`src/rtl/multi_pulse_stretcher.sv`:
```
// Multi-channel pulse stretcher: each trigger on a[i] produces a len-cycle pulse on b[i],
// optionally retriggerable, with an optional cooldown window after each pulse.
module multi_pulse_stretcher #(
  parameter int CH     = 4,
  parameter int CW     = 4,
  parameter int GAP    = 2,
  parameter int RETRIG = 1,
  parameter int EDGE   = 0
) (
  input  logic          clk,
  input  logic          rst,
  input  logic          en,
  input  logic          clr,
  input  logic [CH-1:0] a,
  input  logic [CW-1:0] len,
  output logic [CH-1:0] b,
  output logic [CH-1:0] done,
  output logic          busy
);

  typedef enum logic [1:0] {IDLE, HOLD, COOL} state_t;

  localparam logic [CW-1:0] GAP_LOAD = (GAP > 0) ? CW'(GAP - 1) : '0;

  logic [CH-1:0] a_prev_reg;
  logic [CH-1:0] trig;
  logic [CH-1:0] active_next;
  logic          len_ok;
  logic [CW-1:0] len_m1;
  logic          busy_reg;

  assign len_ok = |len;
  assign len_m1 = len - CW'(1);
  assign trig   = (EDGE != 0) ? (a & ~a_prev_reg) : a;
  assign busy   = busy_reg;

  // Edge history tracks a every cycle, independent of en and clr.
  always_ff @(posedge clk or negedge rst) begin
    if (!rst) begin
      a_prev_reg <= '0;
      busy_reg   <= 1'b0;
    end else begin
      a_prev_reg <= a;
      busy_reg   <= |active_next;
    end
  end

  generate
    for (genvar gi = 0; gi < CH; gi++) begin : g_ch
      state_t        state_reg, state_next;
      logic [CW-1:0] cnt_reg, cnt_next;
      logic          b_reg, b_next;
      logic          done_reg, done_next;

      always_ff @(posedge clk or negedge rst) begin
        if (!rst) begin
          state_reg <= IDLE;
          cnt_reg   <= '0;
          b_reg     <= 1'b0;
          done_reg  <= 1'b0;
        end else begin
          state_reg <= state_next;
          cnt_reg   <= cnt_next;
          b_reg     <= b_next;
          done_reg  <= done_next;
        end
      end

      always_comb begin
        state_next = state_reg;
        cnt_next   = cnt_reg;
        b_next     = b_reg;
        done_next  = 1'b0;
        if (clr) begin
          state_next = IDLE;
          cnt_next   = '0;
          b_next     = 1'b0;
        end else if (en) begin
          case (state_reg)
            IDLE: begin
              if (trig[gi] && len_ok) begin
                state_next = HOLD;
                cnt_next   = len_m1;
                b_next     = 1'b1;
              end
            end
            HOLD: begin
              // A reload on the terminal count wins, so the pulse stays unbroken.
              if ((RETRIG != 0) && trig[gi] && len_ok) begin
                cnt_next = len_m1;
                b_next   = 1'b1;
              end else if (cnt_reg != '0) begin
                cnt_next = cnt_reg - CW'(1);
              end else begin
                b_next    = 1'b0;
                done_next = 1'b1;
                if (GAP > 0) begin
                  state_next = COOL;
                  cnt_next   = GAP_LOAD;
                end else begin
                  state_next = IDLE;
                end
              end
            end
            COOL: begin
              if (cnt_reg != '0) cnt_next = cnt_reg - CW'(1);
              else               state_next = IDLE;
            end
            default: begin
              state_next = IDLE;
              cnt_next   = '0;
              b_next     = 1'b0;
            end
          endcase
        end
      end

      assign active_next[gi] = (state_next != IDLE);
      assign b[gi]           = b_reg;
      assign done[gi]        = done_reg;
    end
  endgenerate

endmodule

```
`config.mk`:
```
export PLATFORM = sky130hd
export DESIGN_NAME = multi_pulse_stretcher
export DESIGN_NICKNAME = d
export VERILOG_FILES = /design/src/rtl/multi_pulse_stretcher.sv
export SDC_FILE = /design/constraint.sdc
export NUM_CORES = 1
export LEC_CHECK = 0
export BUFFER_PORTS_ARGS = -buffer_cell sky130_fd_sc_hd__buf_2
export CORE_ASPECT_RATIO = 1.2
export CORE_MARGIN = 10
export CORE_UTILIZATION = 35
export DETAILED_ROUTE_END_ITERATION = 10
export GPL_ROUTABILITY_DRIVEN = 0
export PLACE_DENSITY = 0.62
export SLEW_MARGIN = 15
export SYNTH_ARGS = -nofsm -noshare
export SYNTH_HDL_FRONTEND = slang
export SYNTH_SLANG_ARGS = --single-unit
```
`constraint.sdc`:
```
create_clock -name clk -period 3.6 [get_ports clk]
set_clock_uncertainty 0.15 [all_clocks]
set_input_delay 0.54 -clock clk [delete_from_list [all_inputs] [get_ports clk]]
set_output_delay 0.54 -clock clk [all_outputs]
set_load 0.01 [all_outputs]
```
==> impl_metrics.csv <==
group,metric,value,unit
run_status,outcome,"completed",
clocking,cts-root-to-sink-buffers,2,
sta,final_slew_viol_count,0,
sta,final-hold-violation-count,0,
worst_setup_path,slowest_stage,"or4_1",
global_route,first_global_vias,2206,
clocking,clock_insertion_delay_worst_skew,290,ps
die,die_height,112,um
placed_design,dpl_worst_slack,791,ps
placed_design,io_buffers,20,
clocking,tritoncts,"built",
synthesis,synthDistinctLibCells,60,
synthesis,synthesis.instances,295,
sta,grt_setup_unrepaired,"no",
clocking,cts_htree_levels,2,
sta,fin_ws,1100,ps
power,power.static_leakage,1.12,nW
synthesis,most_frequent_cell_after_synthesis,"dfrtp_1",
drt,route.final.wire_length,6.60,mm
drt,drt_iter0_markers,148,
die,die_area,0.0108,mm2
synthesis,ys_top_cells_by_count,"33 x dfrtp_1, 25 x nor2_1, 22 x o21ai_0",
die,design.core.area,0.00685,mm2
synthesis,synth_enable_flop_cells,0,
sta,relSlewSlack,0.488,
finish,num_antenna_cells,0,
min_path,min-delay-path-class,"input port to async pin",
global_route,track_usage,0.119,
sta,setup_violations,0,
synthesis,synth_top_area_share,0.334,
finish,synthToLayoutAreaGrowth,8.19,%
worst_setup_path,critical_path_arrival,2520,ps
global_route,grt_first_pass_wirelength,10.9,mm
drt,drtAntennaViolNets,0,
drt,route.vias.total,2311,
synthesis,async_flop_share,1.00,
synthesis,ys_top_cells_by_area,"dfrtp_1 33%, o21ai_0 4.5%, a21oi_1 4.2%",
die,floorplan.io_pins,21,
sta,post-route-period-util,0.695,
synthesis,synth_area,0.00247,mm2
worst_setup_path,max_fanout_on_critical_path,7,
worst_setup_path,timing.critical_path.cells,"buf_2 > inv_1 > ha_1 > nor3b_2 > o21ai_0 > nor4_1 > a31o_2 > or4_1",
worst_setup_path,timing.critical_path.from_type,"input port",
clocking,cts_hold_buf,0,
global_route,pin_count_of_the_biggest_net_entering_global_routing,34,
synthesis,synth_top_cell_by_area,"dfrtp_1",
clocking,cts.root.buffer_cell,"clkbuf_8",
placed_design,detailedPlacementHpwl,4.66,mm
clocking,clock_sink_count,33,
finish,non_filler_cells_final,385,
worst_setup_path,critPathCaptureType,"flop",
synthesis,ys_warn_count,0,
power,post-layout-total-power,1.12,mW
finish,count_of_nets_after_finishing,317,
die,die_x,96.7,um
finish,largest_register_ffs,16,
die,effective_utilization_at_floorplan,0.361,
drt,detailedRoute.firstPassIterationCount,4,
sta,max_slew.worst_pin.slew,768,ps
die,rows,33,
clocking,number_of_clock_buffers_inserted_by_tritoncts,5,
global_route,globalRouteOverflowTotal,0,
sta,fin_tns_setup,0,ps
sta,final_critical_period,2500,ps
worst_setup_path,worst-endpoint-required,3610,ps
clocking,cts_setup_buffers,0,
synthesis,synth_seq_cells,33,
finish,fin_util,0.390,
sta,achievable-frequency,0.399,GHz
synthesis,yosys_most_used_dff,"dfrtp_1",
placed_design,dpl_cell_area,0.00256,mm2
finish,layout-drive-gt1-share,0.148,
power,cellPowerDensity,417,mW/mm2
run,cap_violations,0,
drt,avgRoutedWirePerCell,17.1,um
synthesis,mappedNetlistNets,315,
synthesis,post_synth.cell_area_avg,8.39,um2
synthesis,ys_seq_area_frac,0.334,
global_route,antenna_found_initial,0,
clocking,post_cts.resized_instances,0,
drt,route.detailed.drc,0,
drt,avgViaCountPerCell,6.00,
clocking,cts.reportedPaths.clkPinSlew,70,ps
worst_setup_path,path_class,"input port to flop",
power,vdd_ir_drop_max,150,uV
worst_setup_path,worst_path_largest_cell_delay,510,ps
placed_design,numPlacedInstances,377,
sta,hold_ws,172,ps
finish,finalInstanceArea,0.00268,mm2
[where the power goes]
| part | switching (mW) | leakage, nW | internal, mW | total, mW |
|---|---|---|---|---|
| Clock | 0.144 | 0.0585 | 0.226 | 0.370 |
| Combinational | 0.175 | 0.623 | 0.123 | 0.298 |
| Sequential | 0.0458 | 0.438 | 0.403 | 0.449 |
| Total | 0.365 | 1.12 | 0.752 | 1.12 |
[metal layers]
metal / vias to the layer above / GRT usage / share of wire
met2: 79 / 0.195 / 0.50
li1: 1104 / - / -
met1: 1116 / 0.141 / 0.43
met3: 12 / 0.0258 / 0.049
met4: 0 / 0.0640 / 0.024
met5: - / 0 / 0
[critical path, delay by kind of cell]
| kind | cells | cell delay [ps] |
|---|---|---|
| compound gates | 2 | 600 |
| buf+inv | 2 | 240 |
| simple gates | 3 | 870 |
| fa+ha+maj | 1 | 270 |
[path summary, 6_finish.rpt]
check / depth (start not counted) / to / startpoint / slack [ps]
setup reg to reg: 7 / busy$_DFF_PN0_ / g_ch[0].cnt_reg[0]$_DFFE_PN0P_ / 1130
setup / recovery: 8 / busy$_DFF_PN0_ / len[0] / 1100
max in group asynchronous: 1 / g_ch[1].cnt_reg[3]$_DFFE_PN0P_ / rst / 2640
hold reg to reg: 1 / g_ch[0].cnt_reg[1]$_DFFE_PN0P_ / g_ch[0].cnt_reg[1]$_DFFE_PN0P_ / 390
min in group clk: 1 / g_ch[0].cnt_reg[1]$_DFFE_PN0P_ / g_ch[0].cnt_reg[1]$_DFFE_PN0P_ / 390
hold / removal: 1 / g_ch[3].cnt_reg[1]$_DFFE_PN0P_ / rst / 170
[cells by family after synthesis]
logic type,synth area share
AOI/OAI and AO/OA,0.315
xor gates and xnor gates,0.0212
adders and majority gates,0.0405
buffers and inverters,0.0799
DFF,0.334
and+or+nand+nor,0.209
[area by class of cell]
type,instances,area [um2]
clock buffers,7,86.3
inverters,18,67.6
well taps,87,109
fillers,714,4180
flip-flops and latches,33,826
multi-input cells,218,1450
repair buffers,21,108
clock inverters,1,30.0
[placed cells by master, fill, tap and decap left out, types with 4 or more instances in the layout]
master and count:
a31o_2 4, ha_1 8, nor4_1 6, o2bb2ai_1 4
a21o_1 4, inv_1 18, nor2b_1 5, buf_2 20
or3b_2 5, a21oi_1 21, or4_1 4, a211oi_1 5
nand2b_1 6, nor3_1 9, dfrtp_1 33, a32oi_1 4
clkbuf_8 6, nand2_1 14, nor2_1 25, o31ai_1 4
nor3b_1 6, o22ai_1 6, a22oi_1 5, o21ai_0 22
Power figures use the tool's default switching activity.
